==> src/rtl/core_lsu_ctrl.sv <==
// core_lsu_ctrl
//    Load/store unit controller that sits between the EX/MEM pipeline
//    register and the data-memory bus. One load or store is taken per
//    transaction: the effective address, byte-lane strobes and lane-shifted
//    store data are computed and latched, a single-cycle MEM_REQ is issued,
//    the BUSY/DONE handshake is awaited (with a timeout), and the load
//    result is returned aligned and sign/zero-extended. The pipeline is
//    stalled while a transaction is in flight.
//
//    Parameters
//       DW  : memory bus data width (32 or 64), NL = DW/8 byte lanes
//       AW  : address width
//       TMO : WAIT cycles without MEM_DONE before a timeout error (>= 1)
//
//    Ports
//       CLK, NRST              : rising-edge clock, async active-low reset
//       EX_VALID, ISLOAD,
//       ISSTORE, FUNCT3        : instruction slot and RV32I width/sign code
//       BASE, IMM, WDATA       : rs1, sign-extended offset, rs2 store data
//       MEM_REQ/WE/ADDR/WDATA/STRB : memory request side
//       MEM_BUSY/DONE/RDATA    : memory response side (BUSY is informational)
//       STALL                  : hold the pipeline
//       LD_DATA, LD_VALID, ERR : result, completion pulse, timeout/misalign
//
//    Build option
//       CORE_LSU_MISALIGN_TRAP_EN : when defined, an access that crosses an
//       NL-lane boundary completes at once with ERR and never reaches the bus.
//       When undefined, such an access is forced down to natural alignment.

module core_lsu_ctrl #(
   parameter int DW  = 32,
   parameter int AW  = 32,
   parameter int TMO = 255
) (
   input  logic            CLK,
   input  logic            NRST,
   input  logic            EX_VALID,
   input  logic            ISLOAD,
   input  logic            ISSTORE,
   input  logic [2:0]      FUNCT3,
   input  logic [31:0]     BASE,
   input  logic [31:0]     IMM,
   input  logic [31:0]     WDATA,
   output logic            MEM_REQ,
   output logic            MEM_WE,
   output logic [AW-1:0]   MEM_ADDR,
   output logic [DW-1:0]   MEM_WDATA,
   output logic [DW/8-1:0] MEM_STRB,
   input  logic            MEM_BUSY,
   input  logic            MEM_DONE,
   input  logic [DW-1:0]   MEM_RDATA,
   output logic            STALL,
   output logic [31:0]     LD_DATA,
   output logic            LD_VALID,
   output logic            ERR
);

   localparam int NL = DW / 8;
   localparam int OB = $clog2(NL);
   localparam int CW = (TMO < 2) ? 1 : $clog2(TMO);

   typedef enum logic [1:0] {
      S_IDLE,
      S_REQ,
      S_WAIT,
      S_RESP
   } stateT;

   stateT           stateQ, stateD;
   logic [CW-1:0]   cntQ, cntD;
   logic [AW-1:0]   addrQ, addrD;
   logic [NL-1:0]   strbQ, strbD;
   logic [DW-1:0]   wdataQ, wdataD;
   logic [DW-1:0]   rdataQ, rdataD;
   logic [OB-1:0]   offQ, offD;
   logic [2:0]      funct3Q, funct3D;
   logic            weQ, weD;
   logic            errQ, errD;

   logic [31:0]     eaFull;
   logic [AW-1:0]   ea;
   logic [OB-1:0]   offRaw;
   logic [OB-1:0]   offUse;
   logic [NL-1:0]   sizeMask;
   logic [NL-1:0]   strbNew;
   logic [DW-1:0]   wdataNew;
   logic [AW-1:0]   addrNew;
   int              sizeBytes;
   logic            misaligned;
   logic            accept;
   logic [31:0]     loadShifted;

   // Decode the incoming instruction into what the bus will see: the
   // effective address, the lane offset inside the bus word, the strobe
   // pattern and the store data moved onto its lanes. An access is
   // misaligned when its bytes would spill past the last lane; without the
   // trap build the offset is rounded down to the access size so the
   // request stays inside one bus word.
   always_comb begin
      eaFull    = BASE + IMM;
      ea        = AW'(eaFull);
      offRaw    = ea[OB-1:0];
      sizeMask  = NL'(4'hF);
      sizeBytes = 4;
      case (FUNCT3[1:0])
         2'b00: begin
            sizeMask  = NL'(1);
            sizeBytes = 1;
         end
         2'b01: begin
            sizeMask  = NL'(3);
            sizeBytes = 2;
         end
         default: ;
      endcase
      misaligned = (int'(offRaw) + sizeBytes) > NL;
`ifdef CORE_LSU_MISALIGN_TRAP_EN
      offUse = offRaw;
`else
      offUse = misaligned ? (offRaw & ~OB'(sizeBytes - 1)) : offRaw;
`endif
      strbNew  = sizeMask << offUse;
      wdataNew = {(DW/32){WDATA}} << {offUse, 3'b000};
      addrNew  = {ea[AW-1:OB], OB'(0)};
   end

   // A transaction is taken only from IDLE. Reset is folded in so that the
   // combinational STALL stays low while the block is held in reset.
   always_comb begin
      accept = NRST & (stateQ == S_IDLE) & EX_VALID & (ISLOAD | ISSTORE);
   end

   // Next-state logic. Everything the bus sees is latched on accept and
   // held until the transaction has finished, so the memory can sample it
   // any time during REQ or WAIT. The timeout counter only runs in WAIT and
   // a pending MEM_DONE always beats the timeout in the same cycle. The
   // request is never re-issued; MEM_BUSY carries no control meaning here.
   always_comb begin
      stateD  = stateQ;
      cntD    = cntQ;
      addrD   = addrQ;
      strbD   = strbQ;
      wdataD  = wdataQ;
      rdataD  = rdataQ;
      offD    = offQ;
      funct3D = funct3Q;
      weD     = weQ;
      errD    = errQ;
      case (stateQ)
         S_IDLE: begin
            if (accept) begin
               addrD   = addrNew;
               strbD   = strbNew;
               wdataD  = wdataNew;
               offD    = offUse;
               funct3D = FUNCT3;
               weD     = ~ISLOAD;
               rdataD  = '0;
               cntD    = '0;
               errD    = 1'b0;
               stateD  = S_REQ;
`ifdef CORE_LSU_MISALIGN_TRAP_EN
               if (misaligned) begin
                  errD   = 1'b1;
                  stateD = S_RESP;
               end
`endif
            end
         end
         S_REQ: begin
            cntD = '0;
            if (MEM_DONE) begin
               rdataD = MEM_RDATA;
               stateD = S_RESP;
            end else begin
               stateD = S_WAIT;
            end
         end
         S_WAIT: begin
            if (MEM_DONE) begin
               rdataD = MEM_RDATA;
               stateD = S_RESP;
            end else if (cntQ == CW'(TMO - 1)) begin
               errD   = 1'b1;
               stateD = S_RESP;
            end else begin
               cntD = cntQ + 1'b1;
            end
         end
         S_RESP: begin
            stateD = S_IDLE;
         end
         default: begin
            stateD = S_IDLE;
         end
      endcase
   end

   // State and transaction registers. An asynchronous reset drops any
   // transaction in flight, so no completion pulse follows it.
   always_ff @(posedge CLK or negedge NRST) begin
      if (!NRST) begin
         stateQ  <= S_IDLE;
         cntQ    <= '0;
         addrQ   <= '0;
         strbQ   <= '0;
         wdataQ  <= '0;
         rdataQ  <= '0;
         offQ    <= '0;
         funct3Q <= '0;
         weQ     <= 1'b0;
         errQ    <= 1'b0;
      end else begin
         stateQ  <= stateD;
         cntQ    <= cntD;
         addrQ   <= addrD;
         strbQ   <= strbD;
         wdataQ  <= wdataD;
         rdataQ  <= rdataD;
         offQ    <= offD;
         funct3Q <= funct3D;
         weQ     <= weD;
         errQ    <= errD;
      end
   end

   // Output decode. The load result is produced only in RESP: the captured
   // bus word is shifted so the addressed byte sits in bit 0, then sign- or
   // zero-extended by the RV32I width code. Stores and errored accesses
   // return zero.
   always_comb begin
      MEM_REQ     = (stateQ == S_REQ);
      MEM_WE      = weQ;
      MEM_ADDR    = addrQ;
      MEM_WDATA   = wdataQ;
      MEM_STRB    = strbQ;
      STALL       = accept | (stateQ == S_REQ) | (stateQ == S_WAIT);
      LD_VALID    = (stateQ == S_RESP);
      ERR         = (stateQ == S_RESP) & errQ;
      loadShifted = 32'(rdataQ >> {offQ, 3'b000});
      LD_DATA     = '0;
      if ((stateQ == S_RESP) && !weQ && !errQ) begin
         case (funct3Q)
            3'b000:  LD_DATA = {{24{loadShifted[7]}}, loadShifted[7:0]};
            3'b001:  LD_DATA = {{16{loadShifted[15]}}, loadShifted[15:0]};
            3'b010:  LD_DATA = loadShifted;
            3'b100:  LD_DATA = {24'h0, loadShifted[7:0]};
            3'b101:  LD_DATA = {16'h0, loadShifted[15:0]};
            default: LD_DATA = '0;
         endcase
      end
   end

endmodule

==> config.mk <==
export PLATFORM = sky130hd
export DESIGN_NAME = core_lsu_ctrl
export DESIGN_NICKNAME = d
export VERILOG_FILES = /design/src/rtl/core_lsu_ctrl.sv
export SDC_FILE = /design/constraint.sdc
export NUM_CORES = 1
export LEC_CHECK = 0
export CAP_MARGIN = 0
export CORE_MARGIN = 4
export CORE_UTILIZATION = 37
export CTS_BUF_LIST = sky130_fd_sc_hd__clkbuf_4 sky130_fd_sc_hd__clkbuf_8
export DETAILED_ROUTE_END_ITERATION = 7
export GPL_TIMING_DRIVEN = 0
export PLACE_DENSITY = 0.67
export SLEW_MARGIN = 20
export SYNTH_ARGS = -nofsm -noshare
export SYNTH_HDL_FRONTEND = slang
export SYNTH_SLANG_ARGS = --single-unit
==> constraint.sdc <==
create_clock -name CLK -period 2.3 [get_ports CLK]
set_clock_uncertainty 0.05 [all_clocks]
set_input_delay 0.46 -clock CLK [delete_from_list [all_inputs] [get_ports CLK]]
set_output_delay 0.46 -clock CLK [all_outputs]
set_load 0.01 [all_outputs]
; ---- Word-level counts from Yosys, hierarchy flattened
; Cells that the tools add are included.
[word_totals]
in_bits = 138
out_inout_bits = 105
regBits = 115
[classes]
n_bitwise = 10
reduce_logical = 16
addsub = 4
mux = 21
n_lt_le_gt_ge = 1
n_shift = 3
eq_ne = 15
[ops]
columns = cell, n
row1 = $pmux 32 s5, 1
row2 = $mux 32, 3
row3 = $pmux 32 s2, 1
row4 = $add 32x32->32, 1
row5 = $gt 32x4->1 const B, 1
row6 = $shl 32x5->32, 1
row7 = $shr 32x5->32, 1
row8 = $mux 8, 3
row9 = $pmux 8 s3, 1
row10 = $add 8x1->8 const B, 1
row11 = $eq 8x8->1 const B, 1
row12 = $mux 2, 4
row13 = $ne 2x2->1 const B, 4
row14 = $pmux 2 s4, 1
row15 = $pmux 4 s2, 1
row16 = $reduce_and 4->1, 2
row17 = $eq 3x3->1 const B, 2
row18 = $pmux 3 s2, 1
row19 = $add 2x3->4, 1
row20 = $and 1x1->1, 4
row21 = $eq 2x1->1 const B, 2
row22 = $eq 2x2->1 const B, 2
row23 = $logic_not 2->1, 2
row24 = $mux 1, 4
row25 = other kinds (19), 25

; ---- Logic depth before layout (Yosys ltp)
[depth]
word_depth = 7
ltp_mapped = 14
ltp_nobuf = 13

; ---- Least setup slack after synthesis
; No wires, ideal clock.
[synth_timing]
kind = input to register
start = input port BASE[0]
end = register wdataQ[29] (netlist: MEM_WDATA[29])
path_buffers = 1
setup_slack_ps = -1086
arrival_ps = 3254
cell_stages = 12
setup_time_ps = 83
cell_sequence = ha_1 inv_1 fa_1 inv_1 fa_1 o22ai_1 a21oi_1 a21oi_1 mux2i_1 buf_4 mux2_2 o21ai_0
[synth_between]
elab_chain_cells = 5
word_cells_on_any_way = 6
classes_between = add/sub (2) / order compare (1) / shift (1) / mux (1) / bitwise (1)
[synth_rtl]
columns = item, line_no
row1 = start: declaration, 41  ; input logic [31:0] BASE,
row2 = $add 32x32->32 (*), 100  ; eaFull = BASE + IMM;
row3 = $add 2x3->4, 116  ; misaligned = (int'(offRaw) + sizeBytes) > NL;
row4 = $gt 32x4->1, 116
row5 = $mux 2 (*), 120  ; offUse = misaligned ? (offRaw & ~OB'(sizeBytes - 1)) : offRaw;
row6 = $shl 32x5->32 (*), 123  ; wdataNew = {(DW/32){WDATA}} << {offUse, 3'b000};
row7 = end signal: assignment, 218  ; wdataQ <= wdataD;
row8 = end: declaration, 73  ; logic [DW-1:0] wdataQ, wdataD;
; Mark *: on every way between the ends. The rest lies on a longest branch, timed or not.
; A chain may end at the register's enable or synchronous reset.

; ---- Final worst setup path
[layout_timing]
start = input port IMM[0]
end = register wdataQ[18] (netlist: MEM_WDATA[18])
[layout_between]
elab_chain_cells = 5
word_cells_on_any_way = 6
classes_between = add/sub (2) / order compare (1) / shift (1) / mux (1) / bitwise (1)
[layout_rtl]
columns = item, line_no
row1 = start: declaration, 42  ; input logic [31:0] IMM,
row2 = $add 32x32->32 (*), 100
row3 = $add 2x3->4, 116
row4 = $gt 32x4->1, 116
row5 = $mux 2 (*), 120
row6 = $shl 32x5->32 (*), 123
; Marked as above.

==> impl_summary.md <==
Setup path
Counting buffers and inverters, the worst setup path is 15 cells deep. Of all nets on the critical path, the largest fanout is 5. The critical path endpoint category is a flip-flop. The most critical setup path has its endpoint at MEM_WDATA[18]$_DFFE_PN0P_.

The timing startpoint of the critical path is IMM[0]. The category of the critical setup timing path is input pin to flip-flop. The startpoint identified for the worst register-to-register timing path is stateQ[0]$_DFFE_PN0P_.

The largest individual stage delay along the critical path comes from the cell sky130_fd_sc_hd__fa_2. The endpoint of the worst-slack reg-to-reg timing path is MEM_WDATA[24]$_DFFE_PN0P_. The kind of start point of the critical path is an input pin.

Counting both buffers and inverters, the worst setup path holds a total of 4. The worst register-to-register path has a setup slack of 0.02 ns. Walking the worst path, the cells encountered are buf_6, ha_4, inv_2, fa_2, inv_2, fa_2, o22ai_2, a21oi_2, a21oi_2, nor2_2, nor2_4, buf_12, mux2i_4, a2bb2oi_2, o21ai_1. The depth of the worst register-to-register path is 9. In this design, the stage delay of the slowest critical-path cell is 0.57 ns.

At the worst endpoint, the required time is ~2.6 ns. Data arrives at the worst endpoint at 3.16 ns. Grouping stages by cell kind, the critical path spends the most delay in adder cells.

Place
The worst slack at placement is -1.67 ns. The total half-perimeter wirelength after legalization and detailed placement is approximately 20 mm. Summing all placed instances gives a cell area of between 0.01 and 0.015 mm². Routability-driven placement finished with a final weighted congestion of ~0.9. The total of buffers placed on input and output ports is ~240.

Synthesis
The Yosys warning count is 0. For this run, asynchronously set or reset flops after synthesis account for between 90% and 100%. The number of library cell types mapped by synthesis is 65. A synthesized cell averages roughly 8.5 µm².

The synthesized design devotes to its leading area cell type 37.7% of total area. In this run, synthesis inferred 0 flip-flops with an integrated enable. Sequential cells were found to cover between 30% and 40% of the synthesized design area. The count of mapped cells out of synthesis is between 800 and 900. The post-synth design cell area is about 0.0076 mm². The number of synthesized register bits is between 100 and 150. Among all flip-flop cells after synthesis, the most frequent one is sky130_fd_sc_hd__dfrtp_1. By area the synthesized netlist is led by sky130_fd_sc_hd__dfrtp_1 (38%), sky130_fd_sc_hd__nand2_1 (9.8%), sky130_fd_sc_hd__o21ai_0 (7.2%), sky130_fd_sc_hd__ha_1 (6.7%), sky130_fd_sc_hd__mux2i_1 (5.5%).

Summed over all instances, the cell type with the most area after synthesis is sky130_fd_sc_hd__dfrtp_1.

Floorplan
Row generation in the floorplan step produced between 50 and 60 rows. The die footprint is about 0.023 mm². The core region area is between 0.02 and 0.025 mm².

In this run the vertical extent of the chip is approximately 150 µm. Pin placement for this block handled 243 I/O pins. The starting density of the core is 37.7%. The die is 152 µm wide.

Timing
The worst path uses 126% of the clock period. The smallest clock period supported by the final layout is computed as ~2.9 ns. The worst max-slew margin expressed relative to the limit is between 50% and 60%. The count of final hold-check violations came to 0. At the pin with the least slew margin, the transition time is around 0.71 ns. The final number of setup-violating endpoints is 69. Setup slack on the critical path of the routed design comes to -0.597 ns.

The post-route setup TNS is -29.12 ns. Static timing analysis puts the maximum clock frequency at about 0.35 GHz. The count of pins over their slew limit is 0.

Setup repair after global routing could not meet its margin everywhere.

Cells and area
The most common cell after layout, fill and taps aside is sky130_fd_sc_hd__nand2_1. Leaving out fill and tap cells, the most frequent cells in the layout are sky130_fd_sc_hd__nand2_1 (197), sky130_fd_sc_hd__clkdlybuf4s50_1 (168), sky130_fd_sc_hd__dfrtp_1 (113), sky130_fd_sc_hd__o21ai_0 (70), sky130_fd_sc_hd__buf_4 (54). The layout has roughly 1700 filler cells. The number of nets in the layout is approximately 1400. The growth of design area from synthesis to finish is 64.8%. The post-route netlist has between 20% and 30% of its cells at a drive strength greater than 1.

The summed area of non-filler cells in the final layout is about 0.013 mm².

CTS
After clock tree synthesis, the clock-pin slew on the worst setup and hold paths is 0.08 ns. TritonCTS built the clock tree. The clock root buffer is sky130_fd_sc_hd__clkbuf_8. The number of clock buffers inserted by TritonCTS is 17. In this run the number of H-tree levels came out at 4. The later pin in the worst-skew pair is clocked with a latency of between 0.4 and 0.5 ns. The longest clock path from root to sink contains 2 buffers. The clock net sink count is approximately 120.

Power
The static power due to leakage is ~0.0055 µW. The power per cell area is 1020 mW/mm². The worst-case IR drop observed on VDD is ~430 µV. Power comes to 12800 µW.

GRT
The via count of the first global-routing pass is about 7800. Entering global routing, the biggest net connects between 60 and 70 pins. The first global-routing pass estimated about 43 mm of wire. The global router's overall resource usage is a little under a quarter. The global-route congestion overflow total is 0. The initial antenna violation count is 0.

Drt
After detailed routing, the number of vias per cell comes to roughly 5.3. The DRC violation count after routing is 0. The via count is slightly below 8000. In this run the remaining antenna-violating nets after routing total 0.

The total iterations of the first detailed-routing run is 5. The violation count after the first detailed-routing iteration is 342. The routed design has 29.2 mm of wire. After detailed routing, the average wire length per cell comes to ~20 µm.

Run
Across the run, the number of max-cap violations was 0.

Run status
The flow ran to the end, but the final reports show violations. The final reports fail on negative setup slack.

Hold path
The worst hold path begins at MEM_ADDR[15]$_DFFE_PN0P_. The tightest min-delay check is of the flip-flop to flip-flop type.
-- cells by family (layout without fill, tap and decap cells) --
group	Yosys count	in the layout	share of synthesized area, %
AO/OA/AOI/OAI	281	281	22.7
multiplexers	61	61	8.32
other	1	3	0.0492
XOR/XNOR	28	28	3.22
flip-flops	115	115	37.7
adder cells (fa/ha/maj)	43	43	7.25
AND/OR/NAND/NOR	296	296	16.6
buffers and inverters	67	403	4.05
-- Yosys cell counts, drive strengths merged (2+ instances only) --
library cell / n
nand3: 11
nand2: 200
mux2: 19
ha: 41
fa: 2
o211ai: 5
nor3: 6
nand4: 7
o41ai: 2
o31ai: 7
a31oi: 7
a2bb2oi: 9
buf: 15
o21ai: 124
a21o: 20
dfrtp: 115
nor2b: 4
o21bai: 2
and3: 4
xnor2: 9
a21oi: 60
or3: 3
inv: 18
o21a: 5
a22o: 9
clkbuf: 34
o221ai: 2
or2: 3
nor2: 40
and2: 8
mux2i: 42
nand2b: 6
o22ai: 2
a211oi: 15
xor2: 19
-- per-layer routing --
layer,vias up,wire length [µm],global-route usage (%)
li1,3819,-,-
met1,3797,12000,30.2
met2,260,14400,40.6
met3,43,2180,6.90
met4,0,610,5.88
met5,-,0,0
-- sequential cells by signal, summed over array words and instances (netlist names) --
name       flops
stateQ         2
MEM_WE         1
MEM_ADDR      30
cntQ           8
funct3Q        3
MEM_STRB       4
rdataQ        32
offQ           2
MEM_WDATA     32
errQ           1
-- worst min path at each step --
| stage | end | depth (start not counted) | slack (ns) |
|---|---|---|---|
| detailed placement | MEM_ADDR[15]$_DFFE_PN0P_ | 2 | 0.41 |
| global placement | MEM_ADDR[15]$_DFFE_PN0P_ | 2 | 0.40 |
| finish | MEM_ADDR[15]$_DFFE_PN0P_ | 2 | 0.43 |
| global route | MEM_ADDR[15]$_DFFE_PN0P_ | 2 | 0.45 |
| floorplan | MEM_ADDR[10]$_DFFE_PN0P_ | 0 | 0.11 |
| CTS | MEM_WDATA[29]$_DFFE_PN0P_ | 2 | 0.43 |
-- worst register-to-register path, cell delays in order (launching register included) --
cell and delay (ns):
sky130_fd_sc_hd__dfrtp_1 0.37, sky130_fd_sc_hd__buf_6 0.12, sky130_fd_sc_hd__inv_6 0.04, sky130_fd_sc_hd__ha_4 0.15, sky130_fd_sc_hd__and3_4 0.16, sky130_fd_sc_hd__o21ai_2 0.25, sky130_fd_sc_hd__clkbuf_2 0.36, sky130_fd_sc_hd__clkbuf_1 0.44
sky130_fd_sc_hd__nand2_1 0.17, sky130_fd_sc_hd__o21ai_2 0.10
-- what timing repair did --
item / in CTS / in global routing
setup buffers: 48 / 22
pin swaps: 54 / 80
endpoints found under the hold margin: 53 / 0
hold buffers: 2 / 0
setup endpoints to repair: 147 / 131
cloned: 3 / 2
gates resized for setup: 335 / 151
-- power by group --
part / internal, µW / total (µW) / switching, µW / leakage [µW]
logic: 3560 / 7360 / 3800 / 0.00387
registers: 2840 / 3470 / 626 / 0.00147
clock network: 992 / 1980 / 989 / 0.000198
total: 7390 / 12800 / 5420 / 0.00554
-- area by class of cell --
type / count / area, µm² / area share, %
repair buffers: 314 / 3010 / 24.0
clock buffers: 17 / 234 / 1.86
diodes: 1 / 2.50 / 0.0199
plain buffers: 39 / 309 / 2.46
well taps: 270 / 338 / 2.69
inverters: 18 / 72.6 / 0.577
clock inverters: 15 / 171 / 1.36
multi-input cells: 711 / 5550 / 44.1
flip-flops and latches: 115 / 2880 / 22.9
-- metrics by stage --
stage,util (%),instances,hold WS (ns)
floorplan,-,893,0.114
global placement,51.5,1402,0.403
detailed placement,51.7,1403,0.414
CTS,58.9,1481,0.432
global route,62.1,1499,0.448
finish,62.1,1500,0.431
Note: power is estimated with default switching activity, not from simulation.
